`src/rtl/run_sequencer_pkg.sv`:
```
// run_sequencer_pkg: shared types and default constants for the run sequencer.
//   seq_state_t  - sequencer FSM state encoding
//   *_DEFAULT    - default values for the top-level parameters
package run_sequencer_pkg;

  typedef enum logic [2:0] {
    IDLE,
    LOAD,
    REQ,
    WAIT,
    DRAIN
  } seq_state_t;

  localparam int N_IN_DEFAULT     = 8;
  localparam int N_OUT_DEFAULT    = 8;
  localparam int IN_BASE_DEFAULT  = 0;
  localparam int OUT_BASE_DEFAULT = 32;
  localparam int TIMEOUT_DEFAULT  = 4096;

endpackage

```
`src/rtl/run_sequencer_watchdog_cnt.sv`:
```
// watchdog_cnt: up-counter bounding how long the sequencer waits for the core.
//   clk, reset - clock, async active-high reset
//   clear      - synchronous clear to 0 (wins over enable)
//   enable     - count one cycle
//   tc         - count currently equals TIMEOUT-1
module watchdog_cnt #(
  parameter int TIMEOUT = 16,
  parameter int W       = (TIMEOUT > 2) ? $clog2(TIMEOUT) : 1
) (
  input  logic clk,
  input  logic reset,
  input  logic clear,
  input  logic enable,
  output logic tc
);

  logic [W-1:0] count;

  always_ff @(posedge clk or posedge reset) begin
    if (reset)       count <= '0;
    else if (clear)  count <= '0;
    else if (enable) count <= count + 1'b1;
  end

  // Terminal is a combinational compare on the current value, so the WAIT
  // cycle that sees TIMEOUT-1 is the last one: exactly TIMEOUT WAIT cycles.
  assign tc = (count == W'(TIMEOUT - 1));

endmodule

```
`src/rtl/run_sequencer.sv`:
```
// run_sequencer: loads operand bytes into data memory, releases the core,
// waits (bounded) for completion, then streams result bytes out.
//   clk, reset            - clock, async active-high reset
//   start                 - single-cycle run request (honoured in IDLE only)
//   in_valid/in_data/in_ready    - operand byte stream
//   core_rst/core_req/core_done  - processor control handshake
//   mem_wr_en/mem_addr/mem_wdata/mem_rdata - data-memory port (rdata comb.)
//   out_valid/out_data/out_ready - result byte stream
//   busy                  - run in progress
//   timeout               - sticky: last run abandoned waiting for core
module run_sequencer
  import run_sequencer_pkg::*;
#(
  parameter int N_IN     = N_IN_DEFAULT,
  parameter int N_OUT    = N_OUT_DEFAULT,
  parameter int IN_BASE  = IN_BASE_DEFAULT,
  parameter int OUT_BASE = OUT_BASE_DEFAULT,
  parameter int TIMEOUT  = TIMEOUT_DEFAULT
) (
  input  logic       clk,
  input  logic       reset,
  input  logic       start,
  input  logic       in_valid,
  input  logic [7:0] in_data,
  output logic       in_ready,
  output logic       core_rst,
  output logic       core_req,
  input  logic       core_done,
  output logic       mem_wr_en,
  output logic [7:0] mem_addr,
  output logic [7:0] mem_wdata,
  input  logic [7:0] mem_rdata,
  output logic       out_valid,
  output logic [7:0] out_data,
  input  logic       out_ready,
  output logic       busy,
  output logic       timeout
);

  localparam int CNT_MAX = (N_IN > N_OUT) ? N_IN : N_OUT;
  localparam int CW      = $clog2(CNT_MAX + 1);
  localparam int TW      = (TIMEOUT > 2) ? $clog2(TIMEOUT) : 1;

  localparam logic [7:0] IN_BASE8  = 8'(IN_BASE);
  localparam logic [7:0] OUT_BASE8 = 8'(OUT_BASE);

  seq_state_t    state, state_nxt;
  logic [CW-1:0] cnt, cnt_nxt;
  logic          timeout_nxt;
  logic          wd_clr, wd_en, wd_tc;

  watchdog_cnt #(.TIMEOUT(TIMEOUT), .W(TW)) u_wd (
    .clk    (clk),
    .reset  (reset),
    .clear  (wd_clr),
    .enable (wd_en),
    .tc     (wd_tc)
  );

  always_ff @(posedge clk or posedge reset) begin
    if (reset) begin
      state   <= IDLE;
      cnt     <= '0;
      timeout <= 1'b0;
    end else begin
      state   <= state_nxt;
      cnt     <= cnt_nxt;
      timeout <= timeout_nxt;
    end
  end

  always_comb begin
    state_nxt   = state;
    cnt_nxt     = cnt;
    timeout_nxt = timeout;
    wd_clr      = 1'b0;
    wd_en       = 1'b0;
    in_ready    = 1'b0;
    core_req    = 1'b0;
    core_rst    = 1'b1;
    mem_wr_en   = 1'b0;
    mem_addr    = IN_BASE8;
    mem_wdata   = 8'h00;
    out_valid   = 1'b0;
    out_data    = 8'h00;
    busy        = 1'b1;

    case (state)
      IDLE: begin
        busy = 1'b0;
        if (start) begin
          state_nxt   = LOAD;
          timeout_nxt = 1'b0;
          cnt_nxt     = '0;
        end
      end

      LOAD: begin
        in_ready = 1'b1;
        mem_addr = IN_BASE8 + 8'(cnt);
        if (in_valid) begin
          mem_wr_en = 1'b1;
          mem_wdata = in_data;
          if (cnt == CW'(N_IN - 1)) begin
            state_nxt = REQ;
            cnt_nxt   = '0;
          end else begin
            cnt_nxt = cnt + 1'b1;
          end
        end
      end

      REQ: begin
        core_req  = 1'b1;
        core_rst  = 1'b0;
        wd_clr    = 1'b1;
        state_nxt = WAIT;
      end

      WAIT: begin
        core_rst = 1'b0;
        // done wins over the terminal count in the same cycle
        if (core_done) begin
          state_nxt = DRAIN;
        end else begin
          wd_en = 1'b1;
          if (wd_tc) begin
            timeout_nxt = 1'b1;
            state_nxt   = IDLE;
          end
        end
      end

      DRAIN: begin
        out_valid = 1'b1;
        mem_addr  = OUT_BASE8 + 8'(cnt);
        out_data  = mem_rdata;
        if (out_ready) begin
          if (cnt == CW'(N_OUT - 1)) begin
            state_nxt = IDLE;
            cnt_nxt   = '0;
          end else begin
            cnt_nxt = cnt + 1'b1;
          end
        end
      end

      default: state_nxt = IDLE;
    endcase
  end

endmodule

```
`config.mk`:
```
export PLATFORM = sky130hd
export DESIGN_NAME = run_sequencer
export DESIGN_NICKNAME = d
export VERILOG_FILES = /design/src/rtl/run_sequencer_pkg.sv /design/src/rtl/run_sequencer_watchdog_cnt.sv /design/src/rtl/run_sequencer.sv
export SDC_FILE = /design/constraint.sdc
export NUM_CORES = 1
export LEC_CHECK = 0
export BUFFER_PORTS_ARGS = -buffer_cell sky130_fd_sc_hd__buf_2
export CAP_MARGIN = 10
export CORE_AREA = 5 5 65 67
export CTS_BUF_LIST = sky130_fd_sc_hd__clkbuf_4 sky130_fd_sc_hd__clkbuf_8 sky130_fd_sc_hd__clkbuf_16
export CTS_CLUSTER_DIAMETER = 30
export DETAILED_ROUTE_END_ITERATION = 10
export DIE_AREA = 0 0 70 72
export GPL_TIMING_DRIVEN = 0
export SLEW_MARGIN = 20
export SYNTH_ARGS = -nofsm -noshare
export SYNTH_HDL_FRONTEND = slang
export SYNTH_SLANG_ARGS = --single-unit
```
`constraint.sdc`:
```
create_clock -name clk -period 3.3 [get_ports clk]
set_input_delay 0.165 -clock clk [delete_from_list [all_inputs] [get_ports clk]]
set_output_delay 0.165 -clock clk [all_outputs]
set_load 0.01 [all_outputs]
```
==> results by group, run 1 <==
Global routing
  – Pin count of the biggest net entering global routing: 21
  – Initial antenna violation count: 0
  – Vias in the first global route: between 1000 and 1500
  – Total GRT Usage: 12.8%
  – First-pass GRT wire length: roughly 5.4 mm
  – GR Overflow Total: 0

Floorplan
  – I/O Pins: between 50 and 60
  – Die width: roughly 70 microns
  – Row Count: 22
  – Die Ht: 72 microns
  – Die area: about 5000 sq um
  – Initial Util: 36.4%
  – Core Box Area: roughly 3600 sq um

Timing
  – Setup Skew: ~1.5 ps
  – Unrepaired setup endpoints after global routing: no
  – Total negative setup slack: 0 ps
  – Final max-slew violation count: 0
  – Crit path time final: approximately 2100 ps
  – Min Hold Slack: 257 ps
  – Final WS setup: 1170 ps
  – Achievable clock frequency: approximately 470 MHz
  – Worst slew pin tran: 748 ps
  – Hold violation total from the final report: 0
  – Slew headroom: between 50% and 60%
  – Crit share post-route: around 64%
  – Final setup viols: 0

Routing
  – Post-DRT Antenna Nets: 0
  – Initial DRT Pass Iterations: 4
  – Vias: around 1200
  – Final WL: 3.17 mm
  – Post-DR vias/cell: approximately 5.0
  – Initial DRC Count: 83
  – WL per Instance: 12.8 microns
  – # DRC: 0

Placement
  – Port buffer count: a little under 50
  – Pre-CTS WS: about 1300 ps
  – Dpl cell area: ~1600 sq um
  – GP Congestion: between 0.8 and 0.9
  – HPWL Detailed: between 2 and 2.5 mm

Power
  – LEAKAGE: roughly 0.00086 uW
  – Peak supply drop: between 0.2 and 0.25 mV
  – PD cells: 646 nW/um^2

Cells and area
  – Final #Nets: 224
  – # diodes: 0
  – Multi-input logic area: between 700 and 800 sq um
  – Register area: roughly 500 sq um
  – Layout area overhead: 27.6%
  – Share of cells above drive strength 1: 33.2%
  – Commonest non-fill, non-tap cell in the layout: buf_2
  – Commonest cells after routing, fill and taps aside: 50 x buf_2, 20 x dfrtp_1, 17 x and2_1, 10 x nor2_1
  – Cell area after layout: ~1700 sq um
  – Fill cell count: 347

CTS
  – CTS tree: built
  – CTS resizes: 0
  – CTS clock-pin slew for the worst setup and hold paths: roughly 110 ps
  – Root Buffer: clkbuf_4
  – Skew-Pair Late Insertion Delay: ~300 ps
  – CTS Buffer Depth: 2
  – Cts bufs inserted: 3
  – CTS sink cnt: 20
  – Hold Buf Count CTS: 1
  – Htree depth: 1
  – Post-CTS setup buffers: 0

Yosys
  – Post-synth EDFFs: 0
  – Post-synth top area share: approximately two fifths
  – Avg Cell Area, Syn: 9.10 sq um
  – Yosys reg bits: 20
  – Post-synthesis cell count: 143
  – Area contributors post-synth: dfrtp_1 38%, and2_1 8.2%, and3_1 3.4%, nand4_1 3.4%, xor2_1 3.4%
  – Synthesized cell area: 1300 sq um
  – Synth area leader: dfrtp_1
  – Asr flop ratio synth: 100%
  – Synth Flop Type: dfrtp_1
  – Register area share after synthesis: approximately two fifths
  – Netlist cell types: 40
  – Yosys warnings: 0

Hold path
  – Hold WC Path Type: input pin to flop

Status
  – Status: finished, final reports clean

Critical path
  – Flop-to-flop setup slack: approximately 1300 ps
  – Worst-path fanout max: 10
  – Critical path data arrival time: ~2000 ps
  – CP required: ~3100 ps
  – Startpoint types: flop
  – Setup CP Type: flop to output pin
  – Worst setup EP type: output pin

Flow run
  – MaxCap Viol Count: 0
## path summary, 6_finish.rpt
check,from,to,cells past startpoint
setup / recovery,state[0],core_req,5
hold / removal,start,timeout,3
setup reg to reg,u_wd.count[0],state[0],5
hold reg to reg,timeout,timeout,1
max in group asynchronous,reset,state[2],3
min in group asynchronous,reset,cnt[0],3
## cells in the mapped netlist (3+ instances only)
library cell	number
nor3b_1	3
buf_4	5
or3_1	3
dfrtp_1	20
nand2_1	7
inv_1	4
and3_1	7
or4_1	3
nand3b_1	3
a21oi_1	5
nor2_1	10
nor3_1	3
nand4_1	7
and2_1	17
nand3_1	6
o21ai_0	7
xor2_1	5
## worst max-delay path, cell delays in order (launching register included)
cell	delay [ps]
dfrtp_1	380
buf_4	160
buf_2	190
nor3b_1	320
clkbuf_1	400
buf_2	220
## state kept, by name (all words and copies together) (netlist names)
name        count
state           3
u_wd.count     12
cnt             4
timeout         1
## through the flow
| stage | utilization (%) | std cells | power [uW] |
|---|---|---|---|
| floorplan | - | 145 | 753 |
| global placement | 45.1 | 242 | 920 |
| detailed placement | 45.1 | 242 | 937 |
| CTS | 46.4 | 247 | 1080 |
| global route | 46.4 | 247 | 1160 |
| finish | 46.4 | 247 | 1070 |
## logic make-up after synthesis
group	synth area share, %
other	0.288
buffers and inverters	5.87
flip-flops	38.5
adder cells (fa/ha/maj)	1.92
AND/OR/NAND/NOR	34.6
AO/OA/AOI/OAI	11.1
XOR/XNOR	5.29
multiplexers	2.50
## area by class of cell
| type | instances | share of cell area [%] |
|---|---|---|
| buffer | 9 | 3.69 |
| tap | 48 | 3.62 |
| multi-input combinational | 112 | 44.1 |
| clock buffer | 4 | 2.19 |
| inverter | 4 | 0.904 |
| sequential | 20 | 30.1 |
| timing repair buffer | 50 | 15.4 |
## where the power goes
group	switching (uW)	internal, uW
clock network	75.7	67.3
logic	336	251
registers	49.6	293
total	462	611
## layer usage
| metal | global-route usage (%) | up-vias | routed length, microns |
|---|---|---|---|
| met5 | 0 | - | 0 |
| met1 | 15.1 | 571 | 1340 |
| met3 | 3.05 | 5 | 244 |
| met4 | 3.83 | 0 | 31 |
| met2 | 23.1 | 43 | 1550 |
| li1 | - | 617 | - |
Power figures use the tool's default switching activity.
==> inputs of run 2 (changes only) <==
==> constraint.sdc (replaced) <==
create_clock -name clk -period 2.2 [get_ports clk]
set_input_delay 0.11 -clock clk [delete_from_list [all_inputs] [get_ports clk]]
set_output_delay 0.11 -clock clk [all_outputs]
set_load 0.01 [all_outputs]
==> run 2 against run 1 <==
  * Sequential cell count stayed put
  * Clock power is 52% higher
  * Wire length is 0.25% higher
  * Die area stayed put
  * Cell count stayed put
  * Critical path depth is 1 higher
  * Sequential share of layout area is 0.25 points lower
  * Critical path type unchanged
==> results by group, run 2 (same netlist as run 1, synthesis figures left out) <==
Power
  – Int Pwr: between 900 and 1000 uW
  – Clock power share: a little over an eighth
  – Switching share of power: a little over two fifths
  – Peak supply drop: 0.316 mV
  – Switch Pwr: 695 uW
  – Comb pwr share: roughly 55%
  – Sequential power share: a little under a third
  – LEAKAGE: a little under 0.0009 uW
  – PD cells: 965 nW/um^2

Floorplan
  – Die Ht: approximately 72 microns
  – Die area: between 5000 and 6000 sq um
  – Row Count: 22
  – Die width: 70 microns
  – I/O Pins: between 50 and 60
  – Core Box Area: between 3000 and 4000 sq um
  – Initial Util: between 30 and 40%

Timing
  – Hold violation total from the final report: 0
  – Final setup viols: 0
  – Achievable clock frequency: ~510 MHz
  – Worst slew pin tran: about 750 ps
  – Crit path time final: between 1500 and 2000 ps
  – Slew headroom: 50.1%
  – Total negative setup slack: 0 ps
  – Crit share post-route: approximately 90%
  – Setup Skew: ~5.4 ps
  – Final max-slew violation count: 0
  – Unrepaired setup endpoints after global routing: no

Placement
  – Dpl cell area: approximately 1600 sq um
  – Port buffer count: 49
  – HPWL Detailed: between 2 and 2.5 mm
  – GP Congestion: between 0.8 and 0.9

Global routing
  – Vias in the first global route: 1222
  – First-pass GRT wire length: 5.42 mm
  – Initial antenna violation count: 0
  – Total GRT Usage: between 10% and 20%
  – GR Overflow Total: 0
  – Pin count of the biggest net entering global routing: 21

Routing
  – Post-DRT Antenna Nets: 0
  – # DRC: 0
  – Initial DRC Count: 70
  – Post-DR vias/cell: slightly above 5
  – Vias: around 1300
  – Initial DRT Pass Iterations: 4
  – Final WL: 3.18 mm
  – WL per Instance: 12.9 microns

Flow run
  – MaxCap Viol Count: 0

Cells and area
  – Top reg by flops: u_wd.count
  – Biggest regs: u_wd.count (12), cnt (4), state (3)
  – Commonest non-fill, non-tap cell in the layout: buf_2
  – Max FFs per register: 12
  – Share of cells above drive strength 1: a little over a third
  – Cell area after layout: about 1700 sq um
  – Final #Nets: around 220
  – # diodes: 0
  – Commonest cells after routing, fill and taps aside: 50 x buf_2, 20 x dfrtp_1, 17 x and2_1, 10 x nor2_1
  – Layout area overhead: 28.7%
  – Post-layout util: between 40 and 50%

Critical path
  – Critical path data arrival time: approximately 1800 ps
  – Startpoint types: flop
  – CP required: ~2100 ps
  – Worst setup EP type: output pin
  – Worst-path fanout max: 10
  – Setup CP Type: flop to output pin

CTS
  – CTS tree: built
  – Cts bufs inserted: 3
  – CTS Buffer Depth: 2
  – Htree depth: 1
  – Skew-Pair Late Insertion Delay: 310 ps
  – CTS clock-pin slew for the worst setup and hold paths: approximately 120 ps
  – CTS sink cnt: 20
  – Root Buffer: clkbuf_4

Hold path
  – Hold WC Path Type: input pin to flop

Status
  – Status: finished, final reports clean
run 2: area by class of cell:
| cell class | count | area [sq um] |
|---|---|---|
| Fill cell | 348 | 1900 |
| Timing Repair Buffer | 50 | 255 |
| Multi-Input combinational cell | 112 | 744 |
| Clock buffer | 4 | 36.3 |
| Tap cell | 48 | 60.1 |
| Inverter | 4 | 15.0 |
| Buffer | 9 | 62.6 |
| Sequential cell | 20 | 500 |
run 2: through the flow:
| step | std cells | hold slack, ps | total power [uW] | setup slack, ps |
|---|---|---|---|---|
| floorplan | 145 | 73.8 | 1130 | 560 |
| global placement | 242 | 275 | 1380 | 266 |
| detailed placement | 242 | 280 | 1410 | 209 |
| CTS | 247 | 185 | 1620 | 102 |
| global route | 247 | 180 | 1750 | 26.0 |
| finish | 247 | 200 | 1620 | 258 |
run 2: worst paths after layout:
kind	endpoint	slack, ps	from	cells past startpoint
min in group asynchronous	cnt[0]	460	reset	3
hold reg to reg	timeout	520	timeout	1
max in group asynchronous	state[2]	1270	reset	3
setup / recovery	mem_wdata[5]	260	state[1]	6
setup reg to reg	state[0]	350	u_wd.count[1]	5
hold / removal	timeout	200	start	3
run 2: layer usage:
layer  global-route usage [%]  part of all wire (%)  up-vias  wire length, microns
li1                         -                     -      618                     -
met1                     15.1                    42      587                  1340
met2                     23.1                    50       42                  1570
met3                     3.05                   7.4        5                   235
met4                     3.83                  0.98        0                    31
met5                        0                     0        -                     0
run 2: worst max-delay path: stages (launching register included):
cell and delay, ps:
dfrtp_1 410, buf_4 180, nor2_1 240, and3_1 190, clkbuf_1 220, and2_1 160, buf_2 120
run 2: power by group through the flow:
stage,logic (uW),registers (uW),clock network (uW)
2_1_floorplan,631,499,0
3_3_place_gp,864,516,0
3_5_place_dp,885,521,0
4_1_cts,889,513,222
5_1_grt,982,529,244
6_report,885,514,218
run 2: repair_timing:
| action | in CTS | in global routing |
|---|---|---|
| hold buffers | 1 | 0 |
| gates resized for setup | 0 | 4 |
| setup buffers | 0 | 0 |
| endpoints found under the hold margin | 20 | 0 |
| endpoints found under the setup margin | 0 | 11 |
